==> config.mk <==
export PLATFORM = sky130hd
export DESIGN_NAME = ifetch_unit
export DESIGN_NICKNAME = d
export VERILOG_FILES = /design/src/rtl/ifetch_unit.sv
export SDC_FILE = /design/constraint.sdc
export NUM_CORES = 1
export LEC_CHECK = 0
export BUFFER_PORTS_ARGS = -buffer_cell sky130_fd_sc_hd__buf_2
export CAP_MARGIN = 40
export CORE_MARGIN = 3
export CORE_UTILIZATION = 60
export CTS_CLUSTER_DIAMETER = 120
export DETAILED_ROUTE_END_ITERATION = 16
export GPL_TIMING_DRIVEN = 0
export PLACE_DENSITY_LB_ADDON = 0.2
export SLEW_MARGIN = 20
export SYNTH_ARGS = -nofsm -noshare
export SYNTH_HDL_FRONTEND = slang
export SYNTH_SLANG_ARGS = --single-unit
==> constraint.sdc <==
create_clock -name clk_i -period 19.24 [get_ports clk_i]
set_input_delay 5.772 -clock clk_i [delete_from_list [all_inputs] [get_ports clk_i]]
set_output_delay 5.772 -clock clk_i [all_outputs]
set_load 0.02 [all_outputs]
==> src/rtl/ifetch_unit.sv <==
// Instruction fetch stage: owns the PC, issues word fetches, buffers returned words
// in order and presents one registered instruction per cycle to the decoder.
module ifetch_unit #(
   parameter logic [31:0] RESET_PC  = 32'h0000_0000,
   parameter int unsigned BUF_DEPTH = 2,
   parameter logic [31:0] NOP_INST  = 32'h0000_0013
) (
   input  logic        clk_i,
   input  logic        rst_i,
   output logic        imem_req_o,
   output logic [31:0] imem_addr_o,
   input  logic        imem_gnt_i,
   input  logic        imem_rvalid_i,
   input  logic [31:0] imem_rdata_i,
   input  logic        redirect_i,
   input  logic [31:0] redirect_pc_i,
   input  logic        stall_i,
   output logic [31:0] inst_o,
   output logic [31:0] pc_o,
   output logic [31:0] pcPlus4_o,
   output logic        inst_valid_o
);
   localparam int unsigned PW    = $clog2(BUF_DEPTH);
   localparam int unsigned CW    = $clog2(BUF_DEPTH + 1);
   localparam logic [CW:0] DEPTH = (CW+1)'(BUF_DEPTH);

   logic [31:0]   buf_inst_q [BUF_DEPTH];
   logic [31:0]   buf_pc_q   [BUF_DEPTH];
   logic [PW-1:0] head_q, head_d, tail_q, tail_d;
   logic [CW-1:0] count_q, count_d, out_q, out_d, drop_q, drop_d;
   logic [31:0]   fetch_pc_q, fetch_pc_d, resp_pc_q, resp_pc_d;
   logic [31:0]   inst_q, inst_d, pc_q, pc_d, pc4_q, pc4_d;
   logic          valid_q, valid_d;

   logic          grant, push, pop;
   logic [CW-1:0] count_pushed;
   logic [31:0]   head_inst, head_pc, target;

   assign imem_req_o   = rst_i & ~redirect_i & (({1'b0, out_q} + {1'b0, count_q}) < DEPTH);
   assign imem_addr_o  = fetch_pc_q;
   assign grant        = imem_req_o & imem_gnt_i;
   assign push         = imem_rvalid_i & ~redirect_i & (drop_q == '0);
   assign count_pushed = count_q + CW'(push);
   assign pop          = ~redirect_i & ~stall_i & (count_pushed != '0);
   // Empty buffer: the word arriving this cycle bypasses straight to the output.
   assign head_inst    = (count_q != '0) ? buf_inst_q[head_q] : imem_rdata_i;
   assign head_pc      = (count_q != '0) ? buf_pc_q[head_q]   : resp_pc_q;
   assign target       = {redirect_pc_i[31:2], 2'b00};

   assign inst_o       = inst_q;
   assign pc_o         = pc_q;
   assign pcPlus4_o    = pc4_q;
   assign inst_valid_o = valid_q;

   always_comb begin
      fetch_pc_d = fetch_pc_q;
      resp_pc_d  = resp_pc_q;
      head_d     = head_q;
      tail_d     = tail_q;
      count_d    = count_pushed - CW'(pop);
      out_d      = out_q + CW'(grant) - CW'(imem_rvalid_i);
      drop_d     = drop_q;
      inst_d     = inst_q;
      pc_d       = pc_q;
      pc4_d      = pc4_q;
      valid_d    = valid_q;

      if (grant)
         fetch_pc_d = fetch_pc_q + 32'd4;
      if (imem_rvalid_i && (drop_q != '0))
         drop_d = drop_q - CW'(1);
      if (push) begin
         resp_pc_d = resp_pc_q + 32'd4;
         tail_d    = tail_q + PW'(1);
      end
      if (pop) begin
         head_d  = head_q + PW'(1);
         inst_d  = head_inst;
         pc_d    = head_pc;
         pc4_d   = head_pc + 32'd4;
         valid_d = 1'b1;
      end else if (!stall_i) begin
         inst_d  = NOP_INST;
         valid_d = 1'b0;
      end

      // Everything still in flight belongs to the old path and must be dropped.
      if (redirect_i) begin
         fetch_pc_d = target;
         resp_pc_d  = target;
         head_d     = '0;
         tail_d     = '0;
         count_d    = '0;
         drop_d     = out_d;
         inst_d     = NOP_INST;
         valid_d    = 1'b0;
      end
   end

   always_ff @(posedge clk_i) begin
      if (!rst_i) begin
         fetch_pc_q <= RESET_PC;
         resp_pc_q  <= RESET_PC;
         head_q     <= '0;
         tail_q     <= '0;
         count_q    <= '0;
         out_q      <= '0;
         drop_q     <= '0;
         inst_q     <= NOP_INST;
         pc_q       <= RESET_PC;
         pc4_q      <= RESET_PC + 32'd4;
         valid_q    <= 1'b0;
      end else begin
         fetch_pc_q <= fetch_pc_d;
         resp_pc_q  <= resp_pc_d;
         head_q     <= head_d;
         tail_q     <= tail_d;
         count_q    <= count_d;
         out_q      <= out_d;
         drop_q     <= drop_d;
         inst_q     <= inst_d;
         pc_q       <= pc_d;
         pc4_q      <= pc4_d;
         valid_q    <= valid_d;
      end
   end

   always_ff @(posedge clk_i) begin
      if (rst_i && push) begin
         buf_inst_q[tail_q] <= imem_rdata_i;
         buf_pc_q[tail_q]   <= resp_pc_q;
      end
   end

endmodule

==> results of run 1 <==
## metal layers
layer	GRT usage	vias up	share of wire
li1	-	4807	-
met3	0.0424	61	0.092
met2	0.490	477	0.47
met4	0.0865	0	0.028
met5	0	-	0
met1	0.386	4708	0.41
## tightest hold or removal path, delay by kind of cell, from the launching register on
family / cells / cell delay, ps
simple gates: 1 / 50
compound gates: 1 / 50
flops: 1 / 310
## cell type report
cell class,count,area (um^2),share of cell area
Clock buffer,44,863,0.0585
Clock inverter,9,70.1,0.00475
Tap cell,265,332,0.0225
Multi-Input combinational cell,836,5010,0.340
Inverter,14,52.6,0.00356
Buffer,81,395,0.0268
Timing Repair Buffer,202,1060,0.0721
Sequential cell,286,6970,0.472
## sequential cells by signal, indices dropped and copies added, names as in the netlist, 30 cells and up, named ones only
signal	cells
buf_inst_q	64
buf_pc_q	60
imem_addr_o	30
inst_o	32
pcPlus4_o	30
pc_o	30
resp_pc_q	30
## cell families (layout without fill, tap and decap cells)
logic type	after synthesis	count (layout)	share of synthesized area
compound gates	281	281	0.133
xor+xnor	67	67	0.0473
fa+ha+maj	9	9	0.00969
buf+inv	95	350	0.0361
flops	286	286	0.562
mux	73	73	0.0597
other cells	1	6	0.000302
simple gates	400	400	0.152
## metrics by stage
stage / cells / total power (uW) / worst slack [ps] / hold WS, ps
after floorplan: 1217 / 784 / 6830 / 468
after global placement: 1673 / 835 / 4470 / 439
after detailed placement: 1682 / 839 / 6580 / 444
after CTS: 1735 / 1380 / 6580 / 452
after global routing: 1737 / 1420 / 6500 / 464
final: 1737 / 1380 / 6520 / 453
## how the worst max path moves through the flow
| stage | slack [ps] | to | depth (start not counted) |
|---|---|---|---|
| 6_report | 6520 | imem_req_o | 3 |
| 5_1_grt | 6500 | imem_req_o | 3 |
| 3_3_place_gp | 4470 | buf_inst_q[0][7] | 6 |
| 2_1_floorplan | 6830 | imem_req_o | 1 |
| 4_1_cts | 6580 | imem_req_o | 3 |
| 3_5_place_dp | 6580 | imem_req_o | 3 |
## layout by cell type (no fill, tap or decap), drive strengths merged, types with 10 or more instances in the layout
cell type  synthesis  layout
edfxtp           124     124
mux2i             65      65
a21oi            145     145
dfxtp            162     162
xnor2             42      42
o211ai            31      31
a31oi             10      10
clkbuf            54      99
inv               13      14
nand2            172     172
o21ai             62      62
nor2              85      85
nor4              12      12
nor3              30      30
and2              13      13
nand3             34      34
buf               27     228
xor2              25      25
and3              21      21
nand4             15      15
a211oi            15      15
## where the power goes
group          switching (uW)  total (uW)  internal (uW)  leakage [uW]
clock network             225         546            321      0.000461
registers                18.2         675            656       0.00246
logic                     102         155           53.3       0.00248
==> impl_metrics.env, run 1 <==
export IMPL_r2r_end="drop_q[1]"
export IMPL_dp_hpwl_mm=23.8
export IMPL_crit_start="rst_i"
export IMPL_core_area_um2=19900
export IMPL_crit_chain="buf_2 -> nor4b_1 -> buf_2"
export IMPL_fillers=1466
export IMPL_die_w_um=150
export IMPL_clock_sinks=286
export IMPL_vias_per_cell=5.79
export IMPL_fin_skew_ps=10.4
export IMPL_tns_ps=0
export IMPL_vias=10053
export IMPL_r2r_slack_ps=14720
export IMPL_cts_tree="built"
export IMPL_hp_class="reg -> reg"
export IMPL_ys_flop_type="dfxtp_1"
export IMPL_synthTopCellsByArea="edfxtp_1 (30%), dfxtp_1 (26%), a21oi_1 (5.4%)"
export IMPL_syn_area_per_cell_um2=10.2
export IMPL_clk_pin_slew_ps=60
export IMPL_wire_per_inst_um=19.0
export IMPL_nets=1529
export IMPL_rsz0062_at_grt="no"
export IMPL_post_route_period_util=0.661
export IMPL_drive_gt1_frac=0.202
export IMPL_min_path_cells=2
export IMPL_cts_path_max_buffers=3
export IMPL_synth_area_leader_cell="edfxtp_1"
export IMPL_start_kind="input pin"
export IMPL_max_freq_ghz=0.0786
export IMPL_fin_util=0.741
export IMPL_cts_htree_levels=1
export IMPL_grt_max_degree=41
export IMPL_worstMarginPinSlew_ps=840
export IMPL_start_util=0.623
export IMPL_layout_min_cycle_time_ps=12720
export IMPL_dr_pass1_iters=7
export IMPL_critical_path_top_delay_family="simple AND/OR/NAND/NOR gates"
export IMPL_hp_start="pc_o[10]"
export IMPL_cp_max_fo=6
export IMPL_boundaryPins=200
export IMPL_crit_slowest_cell="nor4b_1"
export IMPL_synth_most_common_cell="nand2_1"
export IMPL_antenna_cells=0
export IMPL_synth_edf_count=124
export IMPL_reg2reg_from="count_q[0]"
export IMPL_ys_ff_latch=286
export IMPL_status="completed"
export IMPL_wirelength_mm=32.9
export IMPL_post_cts_buffers=0
export IMPL_synthTopCellsByCount="nand2_1 (172), dfxtp_1 (162), a21oi_1 (134)"
export IMPL_grt_antenna_before_repair=0
export IMPL_cts_repair_resized=0
export IMPL_gp_congestion=0.934
export IMPL_placed_cell_area_um2=13800
export IMPL_critical_path_class="in -> out"
export IMPL_holdPathEnd="pc_o[10]"
export IMPL_synthCells=1212
export IMPL_cp_required_ps=13470
export IMPL_drtAntennaViolNets=0
export IMPL_first_global_vias=9834
export IMPL_crit_buf_inv=2
export IMPL_finalSetupViolCount=0
export IMPL_drc=0
export IMPL_final_area_um2=14800
export IMPL_port_buffers=191
export IMPL_synth_top_area_frac=0.300
export IMPL_async_reset_ff_frac=0
export IMPL_crit_top_cell="buf_2"
export IMPL_max_cap_viol_count=0
export IMPL_syn2layout_area_growth_pct=19.0
export IMPL_synth_seq_area_share=0.562
export IMPL_finalHoldViolations=0
export IMPL_critPathMaxStageDelay_ps=690
export IMPL_clk_latency_ps=530
export IMPL_cts_root_buf="clkbuf_16"
export IMPL_ys_warn_count=0
export IMPL_arrival_ps=6940
export IMPL_max_slew_margin=0.435
export IMPL_dieArea_um2=22400
export IMPL_track_usage=0.288
export IMPL_powerDensity_nw_per_um2=93.2
export IMPL_grt_pass1_wl_mm=51.3
export IMPL_cp_end_kind="output port"
export IMPL_ir_drop_mv=0.0552
export IMPL_drt_iter0_drc=869
export IMPL_ff2ff_path_depth=16
export IMPL_cts_hold_buf=0
export IMPL_drv_slew=0
export IMPL_leakage_uw=0.00540
export IMPL_grt_ovfl_total=0
export IMPL_rows=51
export IMPL_die_y_um=150
export IMPL_cts_buffers=29
export IMPL_ys_types=62
export IMPL_syn_area_um2=12400
Power figures use the tool's default switching activity.
==> run 2, diff against run 1 <==
Settings changed: CORE_UTILIZATION 60 to 51.
Clock period 19.24 ns to 11.2 ns, I/O delays scaled along.
==> run 2 against run 1 <==
Compared with the run above:
- setup slack got worse by 3200 ps
- clock power increased by 78%
- critical path depth unchanged
- first-iteration DRC count increased by 3.3%
- register-to-register slack got worse by 8000 ps
- sequential share of layout area decreased by 0.25 points
- clock skew increased by 5.7 ps
- highest routed layer unchanged
- largest power group unchanged
- cell area increased by 0.53%
- final cell count increased by 3.0%
- die area increased by 17%
- total power increased by 74%
- via count decreased by 1.4%
==> impl_metrics.env, run 2 (synthesis gave the netlist of run 1 again) <==
export IMPL_syn2layout_area_growth_pct=19.6
export IMPL_rsz0062_at_grt="no"
export IMPL_max_slew_margin=0.402
export IMPL_layout_common_cells="buf_2 (195), nand2_1 (172), dfxtp_1 (162), a21oi_1 (134), edfxtp_1 (124)"
export IMPL_post_cts_buffers=0
export IMPL_start_util=0.524
export IMPL_fillers=2007
export IMPL_nets=1527
export IMPL_cts_htree_levels=1
export IMPL_tns_ps=0
export IMPL_setup_ws_ps=3350
export IMPL_r2r_end="drop_q[1]"
export IMPL_cts_hold_buf=0
export IMPL_drv_slew=0
export IMPL_crit_buf_inv=2
export IMPL_grt_antenna_before_repair=0
export IMPL_cp_endpoint="imem_req_o"
export IMPL_hp_class="reg -> reg"
export IMPL_vias=9915
export IMPL_cts_root_buf="clkbuf_16"
export IMPL_boundaryPins=200
export IMPL_first_global_vias=9754
export IMPL_cts_path_max_buffers=3
export IMPL_dp_hpwl_mm=24.2
export IMPL_rows=56
export IMPL_cp_end_kind="output port"
export IMPL_grt_ovfl_total=0
export IMPL_crit_top_cell="buf_2"
export IMPL_post_route_period_util=0.701
export IMPL_ff2ff_path_depth=16
export IMPL_grt_max_degree=33
export IMPL_fin_skew_ps=16.0
export IMPL_start_kind="input pin"
export IMPL_ir_drop_mv=0.106
export IMPL_vias_per_cell=5.54
export IMPL_powerDensity_nw_per_um2=162
export IMPL_seq_area_um2=6970
export IMPL_place_ws_ps=3420
export IMPL_clk_pin_slew_ps=60
export IMPL_crit_start="redirect_i"
export IMPL_cts_tree="built"
export IMPL_critical_path_class="in -> out"
export IMPL_drive_gt1_frac=0.204
export IMPL_max_cap_viol_count=0
export IMPL_finalHoldViolations=0
export IMPL_multi_input_area_um2=5010
export IMPL_reg2reg_from="count_q[0]"
export IMPL_arrival_ps=4490
export IMPL_dieArea_um2=26200
export IMPL_gp_congestion=0.928
export IMPL_max_freq_ghz=0.127
export IMPL_layout_min_cycle_time_ps=7850
export IMPL_worstMarginPinSlew_ps=888
export IMPL_die_y_um=162
export IMPL_cts_repair_resized=0
export IMPL_drt_iter0_drc=898
export IMPL_status="completed"
export IMPL_die_w_um=162
export IMPL_wirelength_mm=33.2
export IMPL_antenna_cells=0
export IMPL_r2r_slack_ps=6690
export IMPL_cts_buffers=29
export IMPL_critical_path_depth=3
export IMPL_drc=0
export IMPL_crit_chain="buf_2 -> nor4b_1 -> buf_2"
export IMPL_drtAntennaViolNets=0
export IMPL_regMostFlops="buf_inst_q"
export IMPL_clk_latency_ps=540
export IMPL_dr_pass1_iters=4
export IMPL_cp_required_ps=7840
export IMPL_final_common_cell="buf_2"
export IMPL_cp_max_fo=3
export IMPL_critical_path_top_delay_family="simple AND/OR/NAND/NOR gates"
export IMPL_critPathMaxStageDelay_ps=700
export IMPL_core_area_um2=23700
export IMPL_port_buffers=191
export IMPL_track_usage=0.249
export IMPL_largest_reg_flops=64
export IMPL_grt_pass1_wl_mm=52.4
export IMPL_clock_sinks=286
export IMPL_wire_per_inst_um=18.6
export IMPL_crit_slowest_cell="nor4b_1"
export IMPL_finalSetupViolCount=0
export IMPL_leakage_uw=0.00541
[run 2: changes by cell type in the layout (fill, tap and decap cells not counted)]
cell / previous run / this run
inv_4: 0 / 1
bufinv_16: 1 / 2
clkinv_2: 4 / 8
clkbuf_8: 6 / 4
clkbuf_16: 30 / 31
buf_4: 14 / 16
clkbuf_1: 61 / 57
clkinv_1: 4 / 3
clkbuf_2: 1 / 0
inv_6: 1 / 0
clkinvlp_4: 0 / 1
buf_6: 9 / 6
[run 2: metal layers]
metal	routed length, um	track usage	vias up	part of all wire
met4	871	0.0744	0	0.026
met1	14500	0.346	4650	0.44
met2	15300	0.410	402	0.46
li1	-	-	4803	-
met3	2580	0.0306	60	0.078
met5	0	0	-	0
[run 2: worst reg2reg max path, cell delays in order (launching register included)]
cell and delay (ps):
dfxtp_1 350, buf_6 150, clkbuf_1 380, and2_1 220, fa_1 420, nor4b_1 690, and2_1 220, clkbuf_1 300
inv_1 170, clkbuf_1 290, ha_1 360, inv_1 40, ha_1 170, xor2_1 150, and2_1 160, nor3_1 190
a22o_1 190
[run 2: metrics by stage]
step | cell area [um^2] | instances | util | power [uW] | hold slack [ps]
6_report | 14800 | 1789 | 0.626 | 2400 | 449
5_1_grt | 14800 | 1789 | 0.626 | 2480 | 471
4_1_cts | 14800 | 1788 | 0.626 | 2410 | 452
3_5_place_dp | 13900 | 1735 | 0.585 | 1440 | 444
3_3_place_gp | 13800 | 1727 | 0.582 | 1440 | 439
2_1_floorplan | 12400 | 1217 | - | 1350 | 468
[run 2: power by group]
part           internal (uW)  switching (uW)
Combinational           91.0             174
Sequential              1130            31.5
Clock                    574             399
[run 2: final cells by class]
| type | count | share of cell area |
|---|---|---|
| multi-input cells | 836 | 0.338 |
| repair buffers | 200 | 0.0701 |
| inverters | 14 | 0.00354 |
| plain buffers | 81 | 0.0267 |
| clock inverters | 14 | 0.00818 |
| well taps | 319 | 0.0269 |
| clock buffers | 39 | 0.0570 |
| flip-flops and latches | 286 | 0.470 |
[run 2: how the worst min path moves through the flow]
| stage | from | end | slack, ps | depth (start not counted) |
|---|---|---|---|---|
| 2_1_floorplan | resp_pc_q[31] | buf_pc_q[0][31] | 470 | 0 |
| 3_3_place_gp | inst_o[15] | inst_o[15] | 440 | 2 |
| 3_5_place_dp | inst_o[8] | inst_o[8] | 440 | 2 |
| 4_1_cts | inst_o[8] | inst_o[8] | 450 | 2 |
| 5_1_grt | pc_o[28] | pc_o[28] | 470 | 2 |
| 6_report | inst_o[6] | inst_o[6] | 450 | 2 |
